--- src/rtl/reorder_buffer_pkg.sv ---
// Shared types and constants for the in-order reorder buffer.
// Index width, depth and entry type encodings live here for all ROB users.
package reorder_buffer_pkg;

  localparam int ROB_INDEX_BIT = 3;
  localparam int ROB_SIZE      = 2 ** ROB_INDEX_BIT;

  typedef logic [ROB_INDEX_BIT-1:0] rob_id_t;
  typedef logic [ROB_INDEX_BIT:0]   rob_cnt_t;

  localparam rob_cnt_t ROB_SIZE_CNT = rob_cnt_t'(ROB_SIZE);

  typedef enum logic [1:0] {
    ROB_T_REG    = 2'd0,
    ROB_T_STORE  = 2'd1,
    ROB_T_BRANCH = 2'd2
  } rob_type_e;

  typedef struct packed {
    logic        busy;
    logic        ready;
    rob_type_e   typ;
    logic [4:0]  rd;
    logic [31:0] value;
    logic [31:0] pc;
    logic        pred_taken;
    logic        taken;
    logic [31:0] target;
  } rob_entry_t;

  // Restart address after a mispredicted branch retires.
  function automatic logic [31:0] rob_redirect(input rob_entry_t e);
    return e.taken ? e.target : e.pc + 32'd4;
  endfunction

endpackage

--- src/rtl/reorder_buffer_if.sv ---
// Issue / CDB / query / commit signal bundle around the reorder buffer.
// ROB_DBG_COMMIT_EN adds the commit trace signals dbg_commit and dbg_commit_addr.
interface reorder_buffer_if;
  import reorder_buffer_pkg::*;

  logic        issue_valid;
  rob_type_e   issue_type;
  logic [4:0]  issue_rd;
  logic [31:0] issue_pc;
  logic        issue_pred_taken;
  logic        full;
  rob_id_t     tail_id;

  logic        wb_valid;
  rob_id_t     wb_rob_id;
  logic [31:0] wb_value;
  logic        wb_taken;
  logic [31:0] wb_target;

  rob_id_t     qry_id1;
  rob_id_t     qry_id2;
  logic        qry_ready1;
  logic        qry_ready2;
  logic [31:0] qry_val1;
  logic [31:0] qry_val2;

  logic [4:0]  set_value_id;
  logic [31:0] set_value;
  rob_id_t     set_value_rob_id;
  logic        store_commit;
  logic        clear;
  logic [31:0] redirect_pc;
`ifdef ROB_DBG_COMMIT_EN
  logic        dbg_commit;
  logic [31:0] dbg_commit_addr;
`endif

  modport master (
    output issue_valid, issue_type, issue_rd, issue_pc, issue_pred_taken,
    output wb_valid, wb_rob_id, wb_value, wb_taken, wb_target,
    output qry_id1, qry_id2,
    input  full, tail_id, qry_ready1, qry_ready2, qry_val1, qry_val2,
    input  set_value_id, set_value, set_value_rob_id, store_commit, clear, redirect_pc
`ifdef ROB_DBG_COMMIT_EN
    , input dbg_commit, dbg_commit_addr
`endif
  );

  modport slave (
    input  issue_valid, issue_type, issue_rd, issue_pc, issue_pred_taken,
    input  wb_valid, wb_rob_id, wb_value, wb_taken, wb_target,
    input  qry_id1, qry_id2,
    output full, tail_id, qry_ready1, qry_ready2, qry_val1, qry_val2,
    output set_value_id, set_value, set_value_rob_id, store_commit, clear, redirect_pc
`ifdef ROB_DBG_COMMIT_EN
    , output dbg_commit, dbg_commit_addr
`endif
  );

endinterface

--- src/rtl/reorder_buffer.sv ---
// Circular in-order retirement queue: allocate at tail, capture CDB results, retire from head.
// ROB_DBG_COMMIT_EN enables a one-cycle commit trace (dbg_commit / dbg_commit_addr).
module reorder_buffer
  import reorder_buffer_pkg::*;
(
  input  logic            clk_in,
  input  logic            rst_in,
  input  logic            rdy_in,
  reorder_buffer_if.slave bus
);

  rob_entry_t  rob_q [ROB_SIZE];
  rob_entry_t  rob_d [ROB_SIZE];
  rob_id_t     head_q, head_d;
  rob_id_t     tail_q, tail_d;
  rob_cnt_t    count_q, count_d;

  logic [4:0]  set_value_id_q, set_value_id_d;
  logic [31:0] set_value_q, set_value_d;
  rob_id_t     set_value_rob_id_q, set_value_rob_id_d;
  logic        store_commit_q, store_commit_d;
  logic        clear_q, clear_d;
  logic [31:0] redirect_pc_q, redirect_pc_d;
`ifdef ROB_DBG_COMMIT_EN
  logic        dbg_commit_q, dbg_commit_d;
  logic [31:0] dbg_commit_addr_q, dbg_commit_addr_d;
`endif

  rob_entry_t  head_e;
  logic        full;
  logic        do_alloc;
  logic        do_commit;
  logic        mispredict;

  assign full       = (count_q == ROB_SIZE_CNT);
  assign head_e     = rob_q[head_q];
  assign do_commit  = head_e.busy && head_e.ready;
  assign mispredict = do_commit && (head_e.typ == ROB_T_BRANCH) &&
                      (head_e.taken != head_e.pred_taken);
  assign do_alloc   = bus.issue_valid && !full && !clear_q;

  always_comb begin
    rob_d              = rob_q;
    head_d             = head_q;
    tail_d             = tail_q;
    count_d            = count_q;
    set_value_id_d     = 5'd0;
    set_value_d        = set_value_q;
    set_value_rob_id_d = set_value_rob_id_q;
    store_commit_d     = 1'b0;
    clear_d            = 1'b0;
    redirect_pc_d      = redirect_pc_q;
`ifdef ROB_DBG_COMMIT_EN
    dbg_commit_d       = 1'b0;
    dbg_commit_addr_d  = dbg_commit_addr_q;
`endif

    if (bus.wb_valid && rob_q[bus.wb_rob_id].busy) begin
      rob_d[bus.wb_rob_id].ready  = 1'b1;
      rob_d[bus.wb_rob_id].value  = bus.wb_value;
      rob_d[bus.wb_rob_id].taken  = bus.wb_taken;
      rob_d[bus.wb_rob_id].target = bus.wb_target;
    end

    if (do_commit) begin
      rob_d[head_q].busy  = 1'b0;
      rob_d[head_q].ready = 1'b0;
      head_d              = head_q + rob_id_t'(1);
      if (head_e.typ == ROB_T_REG || (head_e.typ == ROB_T_BRANCH && head_e.rd != 5'd0)) begin
        set_value_id_d     = head_e.rd;
        set_value_d        = head_e.value;
        set_value_rob_id_d = head_q;
      end
      if (head_e.typ == ROB_T_STORE) store_commit_d = 1'b1;
`ifdef ROB_DBG_COMMIT_EN
      dbg_commit_d      = 1'b1;
      dbg_commit_addr_d = head_e.pc;
`endif
    end

    // Allocation is applied after retirement so it owns the tail slot.
    if (do_alloc) begin
      rob_d[tail_q] = '{busy: 1'b1, ready: 1'b0, typ: bus.issue_type, rd: bus.issue_rd,
                        value: 32'd0, pc: bus.issue_pc, pred_taken: bus.issue_pred_taken,
                        taken: 1'b0, target: 32'd0};
      tail_d = tail_q + rob_id_t'(1);
    end

    count_d = count_q + rob_cnt_t'(do_alloc) - rob_cnt_t'(do_commit);

    if (mispredict) begin
      for (int i = 0; i < ROB_SIZE; i++) begin
        rob_d[i].busy  = 1'b0;
        rob_d[i].ready = 1'b0;
      end
      head_d        = '0;
      tail_d        = '0;
      count_d       = '0;
      clear_d       = 1'b1;
      redirect_pc_d = rob_redirect(head_e);
    end
  end

  always_ff @(posedge clk_in) begin
    if (rst_in) begin
      rob_q              <= '{default: '0};
      head_q             <= '0;
      tail_q             <= '0;
      count_q            <= '0;
      set_value_id_q     <= '0;
      set_value_q        <= '0;
      set_value_rob_id_q <= '0;
      store_commit_q     <= 1'b0;
      clear_q            <= 1'b0;
      redirect_pc_q      <= '0;
`ifdef ROB_DBG_COMMIT_EN
      dbg_commit_q       <= 1'b0;
      dbg_commit_addr_q  <= '0;
`endif
    end else if (rdy_in) begin
      rob_q              <= rob_d;
      head_q             <= head_d;
      tail_q             <= tail_d;
      count_q            <= count_d;
      set_value_id_q     <= set_value_id_d;
      set_value_q        <= set_value_d;
      set_value_rob_id_q <= set_value_rob_id_d;
      store_commit_q     <= store_commit_d;
      clear_q            <= clear_d;
      redirect_pc_q      <= redirect_pc_d;
`ifdef ROB_DBG_COMMIT_EN
      dbg_commit_q       <= dbg_commit_d;
      dbg_commit_addr_q  <= dbg_commit_addr_d;
`endif
    end
  end

  assign bus.full             = full;
  assign bus.tail_id          = tail_q;
  assign bus.qry_ready1       = rob_q[bus.qry_id1].busy && rob_q[bus.qry_id1].ready;
  assign bus.qry_ready2       = rob_q[bus.qry_id2].busy && rob_q[bus.qry_id2].ready;
  assign bus.qry_val1         = rob_q[bus.qry_id1].value;
  assign bus.qry_val2         = rob_q[bus.qry_id2].value;
  assign bus.set_value_id     = set_value_id_q;
  assign bus.set_value        = set_value_q;
  assign bus.set_value_rob_id = set_value_rob_id_q;
  assign bus.store_commit     = store_commit_q;
  assign bus.clear            = clear_q;
  assign bus.redirect_pc      = redirect_pc_q;
`ifdef ROB_DBG_COMMIT_EN
  assign bus.dbg_commit       = dbg_commit_q;
  assign bus.dbg_commit_addr  = dbg_commit_addr_q;
`endif

endmodule
--- src/flat_wrapper.sv ---
// flat-port wrapper written by rule: the top's interface ports become plain ports
module reorder_buffer_flat import reorder_buffer_pkg::*;
  (clk_in, rst_in, rdy_in, bus_issue_valid, bus_issue_type, bus_issue_rd, bus_issue_pc, bus_issue_pred_taken, bus_wb_valid, bus_wb_rob_id, bus_wb_value, bus_wb_taken, bus_wb_target, bus_qry_id1, bus_qry_id2, bus_full, bus_tail_id, bus_qry_ready1, bus_qry_ready2, bus_qry_val1, bus_qry_val2, bus_set_value_id, bus_set_value, bus_set_value_rob_id, bus_store_commit, bus_clear, bus_redirect_pc);
  reorder_buffer_if bus_i ();
  input  logic clk_in;
  input  logic rst_in;
  input  logic rdy_in;
  input wire logic [$bits(bus_i.issue_valid)-1:0] bus_issue_valid;
  input wire logic [$bits(bus_i.issue_type)-1:0] bus_issue_type;
  input wire logic [$bits(bus_i.issue_rd)-1:0] bus_issue_rd;
  input wire logic [$bits(bus_i.issue_pc)-1:0] bus_issue_pc;
  input wire logic [$bits(bus_i.issue_pred_taken)-1:0] bus_issue_pred_taken;
  input wire logic [$bits(bus_i.wb_valid)-1:0] bus_wb_valid;
  input wire logic [$bits(bus_i.wb_rob_id)-1:0] bus_wb_rob_id;
  input wire logic [$bits(bus_i.wb_value)-1:0] bus_wb_value;
  input wire logic [$bits(bus_i.wb_taken)-1:0] bus_wb_taken;
  input wire logic [$bits(bus_i.wb_target)-1:0] bus_wb_target;
  input wire logic [$bits(bus_i.qry_id1)-1:0] bus_qry_id1;
  input wire logic [$bits(bus_i.qry_id2)-1:0] bus_qry_id2;
  output wire logic [$bits(bus_i.full)-1:0] bus_full;
  output wire logic [$bits(bus_i.tail_id)-1:0] bus_tail_id;
  output wire logic [$bits(bus_i.qry_ready1)-1:0] bus_qry_ready1;
  output wire logic [$bits(bus_i.qry_ready2)-1:0] bus_qry_ready2;
  output wire logic [$bits(bus_i.qry_val1)-1:0] bus_qry_val1;
  output wire logic [$bits(bus_i.qry_val2)-1:0] bus_qry_val2;
  output wire logic [$bits(bus_i.set_value_id)-1:0] bus_set_value_id;
  output wire logic [$bits(bus_i.set_value)-1:0] bus_set_value;
  output wire logic [$bits(bus_i.set_value_rob_id)-1:0] bus_set_value_rob_id;
  output wire logic [$bits(bus_i.store_commit)-1:0] bus_store_commit;
  output wire logic [$bits(bus_i.clear)-1:0] bus_clear;
  output wire logic [$bits(bus_i.redirect_pc)-1:0] bus_redirect_pc;
  assign bus_i.issue_valid = bus_issue_valid;
  assign bus_i.issue_type = bus_issue_type;
  assign bus_i.issue_rd = bus_issue_rd;
  assign bus_i.issue_pc = bus_issue_pc;
  assign bus_i.issue_pred_taken = bus_issue_pred_taken;
  assign bus_i.wb_valid = bus_wb_valid;
  assign bus_i.wb_rob_id = bus_wb_rob_id;
  assign bus_i.wb_value = bus_wb_value;
  assign bus_i.wb_taken = bus_wb_taken;
  assign bus_i.wb_target = bus_wb_target;
  assign bus_i.qry_id1 = bus_qry_id1;
  assign bus_i.qry_id2 = bus_qry_id2;
  assign bus_full = bus_i.full;
  assign bus_tail_id = bus_i.tail_id;
  assign bus_qry_ready1 = bus_i.qry_ready1;
  assign bus_qry_ready2 = bus_i.qry_ready2;
  assign bus_qry_val1 = bus_i.qry_val1;
  assign bus_qry_val2 = bus_i.qry_val2;
  assign bus_set_value_id = bus_i.set_value_id;
  assign bus_set_value = bus_i.set_value;
  assign bus_set_value_rob_id = bus_i.set_value_rob_id;
  assign bus_store_commit = bus_i.store_commit;
  assign bus_clear = bus_i.clear;
  assign bus_redirect_pc = bus_i.redirect_pc;
  reorder_buffer u_core (.clk_in(clk_in), .rst_in(rst_in), .rdy_in(rdy_in), .bus(bus_i));
endmodule
--- config.mk ---
export PLATFORM = sky130hd
export DESIGN_NAME = reorder_buffer_flat
export DESIGN_NICKNAME = d
export VERILOG_FILES = /design/src/rtl/reorder_buffer_pkg.sv /design/src/rtl/reorder_buffer_if.sv /design/src/rtl/reorder_buffer.sv /design/src/flat_wrapper.sv
export SDC_FILE = /design/constraint.sdc
export NUM_CORES = 2
export LEC_CHECK = 0
export BUFFER_PORTS_ARGS = -buffer_cell sky130_fd_sc_hd__clkbuf_2
export CAP_MARGIN = 20
export CORE_MARGIN = 5
export CORE_UTILIZATION = 45
export DETAILED_ROUTE_END_ITERATION = 10
export SLEW_MARGIN = 20
export SYNTH_ARGS = -nofsm -noshare
export SYNTH_HDL_FRONTEND = slang
export SYNTH_SLANG_ARGS = --single-unit
--- constraint.sdc ---
create_clock -name clk_in -period 3.3 [get_ports clk_in]
set_input_delay 0 -clock clk_in [delete_from_list [all_inputs] [get_ports clk_in]]
set_output_delay 0 -clock clk_in [all_outputs]
set_load 0.02 [all_outputs]
==> flow_metrics.py <==
metrics = {
    "floorplan": {
        "io_pins": 263,
        "start_util": 0.455,
        "chipHeight_um": 320,
        "die_area_mm2": 0.103,
        "row_count": 113,
        "die_w_um": 320,
        "core_area_mm2": 0.0953,
    },
    "clock_tree": {
        "cts_htree_levels": 3,
        "cts_buffers": 100,
        "cts.clk_slew.worst_paths_ns": 0.06,
        "clk_path_buf_depth": 3,
        "root_buffer": "clkbuf_16",
        "numClockSinks": 940,
        "tritoncts": "done",
        "clk_latency_ns": 0.70,
    },
    "final_layout": {
        "final_common_cell": "dfxtp_1",
        "final_cell_mix": "937 x dfxtp_1, 718 x nand2_1, 600 x a22oi_1",
        "final_util": 0.534,
        "area_growth_pct": 17.4,
        "fill_cells": 8753,
        "num-nets-final": 5040,
        "layout-drive-gt1-share": 0.192,
    },
    "setup_path": {
        "cpMaxStageDelayCell": "mux4_2",
        "arrival_ns": 3.79,
        "crit_end": "u_core.bus.redirect_pc[27]",
        "critPathLaunchType": "flip-flop",
        "path_cells": "buf_12 > mux2_2 > mux4_2 > o32ai_1 > nand4bb_1 > buf_4 > nor4_1 > buf_4 > a311o_1 > a32o_1",
        "crit_path_start": "u_core.head_q[2]",
        "crit_cells": 10,
        "crit_type": "reg -> reg",
        "r2r-end": "u_core.bus.redirect_pc[27]",
        "required_ns": 3.86,
        "cp_num_buf_inv": 3,
        "regToRegSetupSlack_ns": 0.07,
        "crit_path_max_incr_delay_ns": 0.48,
        "crit_top_cell": "buf_4",
        "cp-end-kind": "flip-flop",
        "r2r_start": "u_core.head_q[2]",
        "r2r_cells": 10,
        "cp_max_fo": 57,
        "path_delay_family": "multiplexers",
    },
    "timing": {
        "fin_crit_ns": 3.23,
        "grt_setup_unrepaired": "false",
        "setup_viol": 0,
        "skew_ns": 0.0365,
        "hold_slack_ns": 0.0518,
        "tns_ns": 0,
        "slew_headroom": 0.386,
        "fmax_ghz": 0.310,
        "maxSlewViolCount": 0,
        "fin_crit_sh": 0.978,
        "worstMarginPinSlew_ns": 0.913,
        "hold_viol_final": 0,
    },
    "route": {
        "dr.pass1.iters": 6,
        "routed_via_density": 6.35,
        "vias": 39800,
        "drt_iter0_drc": 5252,
        "drtAntennaViolNets": 0,
        "route.detailed.drc": 0,
        "post_drt_wl_per_cell_um": 26.4,
        "wirelength_um": 166000,
    },
    "placement": {
        "gp_congestion": 0.863,
        "io_buffers": 262,
        "hpwl_um": 93400,
    },
    "yosys": {
        "netlist_area_mm2": 0.0434,
        "synth_edf_count": 0,
        "yosysTopAreaCellShare": 0.434,
        "yosysSeqAreaShare": 0.434,
        "ys_warn_count": 0,
        "syn-num-nets": 4941,
        "async_flop_share": 0,
        "synthTopCellsByArea": "dfxtp_1 43%, a22oi_1 10%, mux4_2 9.2%",
        "yosys.area.top_type": "dfxtp_1",
        "ys.flop_type": "dfxtp_1",
        "syn_inst": 4813,
        "synth-seq-cells": 940,
        "synthDistinctLibCells": 77,
        "avgSynthCellArea_um2": 9.01,
    },
    "pwr": {
        "powerDensity_mw_per_mm2": 482,
        "power_w": 0.0245,
        "internal_power_w": 0.0186,
        "p_leak_nw": 17.5,
        "p_sw_w": 0.00591,
        "clkPwrFrac": 0.470,
        "swShare": 0.241,
        "seqPwrFrac": 0.468,
        "peakVddDrop_mv": 0.429,
        "p_comb_frac": 0.062,
    },
    "global_route": {
        "grt_usage": 0.309,
        "antenna_found_initial": 7,
        "overflow": 0,
        "grt_pass1_vias": 37700,
        "grt_pass1_wl_um": 248000,
        "grt_max_degree": 158,
    },
    "flow_run": {
        "cap_viol_max_count": 0,
    },
    "run_status": {
        "status": "completed",
    },
    "hold_path": {
        "worst_hold_path_type": "in -> reg",
    },
}
-- cells in the mapped netlist, types with 51 or more instances --
master / count
mux2_2: 105
clkbuf_1: 375
a21oi_1: 377
nand2_1: 726
a22oi_1: 600
and2_1: 76
mux4_2: 178
dfxtp_1: 940
a221oi_1: 115
buf_4: 51
nor2_1: 599
a22o_1: 92
clkbuf_2: 63
-- power groups by stage --
stage          combinational (W)  sequential, W  clock, W
6_report                 0.00152         0.0115    0.0115
4_1_cts                  0.00150         0.0115    0.0117
3_5_place_dp             0.00139         0.0117         0
5_1_grt                  0.00161         0.0115    0.0121
3_3_place_gp             0.00138         0.0117         0
2_1_floorplan           0.000890         0.0117         0
-- through the flow --
stage	instances	area [um2]	worst slack [ns]
global route	6258	50900	0.00994
detailed placement	5959	46400	0.0127
floorplan	4813	43400	0.0244
CTS	6251	50800	0.00132
global placement	5959	46400	0.0136
finish	6259	50900	0.0719
-- cell type report --
| type | count | area [um2] | share of cell area |
|---|---|---|---|
| antenna | 3 | 7.51 | 0.000148 |
| clock buffer | 140 | 2870 | 0.0563 |
| clock inverter | 41 | 458 | 0.00900 |
| inverter | 16 | 63.8 | 0.00125 |
| multi-input combinational | 3289 | 22300 | 0.437 |
| sequential | 940 | 18800 | 0.370 |
| tap | 1265 | 1580 | 0.0311 |
| timing repair buffer | 565 | 4820 | 0.0948 |
-- logic make-up (layout without fill, tap and decap cells) --
logic type / Yosys count / in the layout / share of synthesized area
and+or+nand+nor: 1579 / 1579 / 0.152
other: 0 / 3 / 0
xor gates and xnor gates: 19 / 19 / 0.00384
adders and majority gates: 9 / 9 / 0.00277
AOI/OAI and AO/OA: 1359 / 1359 / 0.219
DFF: 940 / 940 / 0.434
buffers and inverters: 584 / 762 / 0.0591
muxes: 323 / 323 / 0.129
-- worst min-delay path by stage --
stage                                    start               endpoint  slack [ns]  cells past startpoint
after global routing           bus_issue_valid  u_core.bus.tail_id[1]        0.08                      6
final                          bus_issue_valid  u_core.bus.tail_id[1]        0.05                      6
after global placement    bus_issue_pred_taken      u_core.rob_q[247]        0.33                      3
after CTS                      bus_issue_valid  u_core.bus.tail_id[1]        0.03                      6
after detailed placement      bus_issue_pc[28]      u_core.rob_q[490]        0.34                      3
after floorplan                bus_issue_rd[2]      u_core.rob_q[100]        0.29                      3
-- state kept, by name, summed over array words and instances (netlist names) --
name                         cells
u_core.rob_q                   856
u_core.bus.redirect_pc          32
u_core.bus.set_value            32
u_core.bus.set_value_id          5
u_core.count_q                   4
u_core.bus.set_value_rob_id      3
u_core.bus.tail_id               3
u_core.head_q                    3
u_core.bus.clear                 1
u_core.bus.store_commit          1
-- metal layers --
layer  GRT usage  vias up  wire length (um)
met5           0        -                55
met4       0.111        8              6070
met3      0.0632      373             16500
met2       0.480     2158             74500
met1       0.430    19600             68500
li1            -    17600                 -
-- timing repair --
item | CTS | global route
hold buffers | 111 | 0
setup buffers | 0 | 5
resized for setup | 1 | 5
setup endpoints to repair | 1 | 35
pin swaps | 0 | 1
hold endpoints to repair | 869 | 0
-- worst register-to-register path, cell delays in order, from the launching register on --
cell	delay (ns)
dfxtp_4	0.38
buf_12	0.32
mux2_2	0.42
mux4_2	0.48
o32ai_1	0.29
nand4bb_1	0.17
buf_4	0.20
nor4_1	0.11
buf_4	0.18
a311o_1	0.35
a32o_1	0.20
Note: power is estimated with default switching activity, not from simulation.
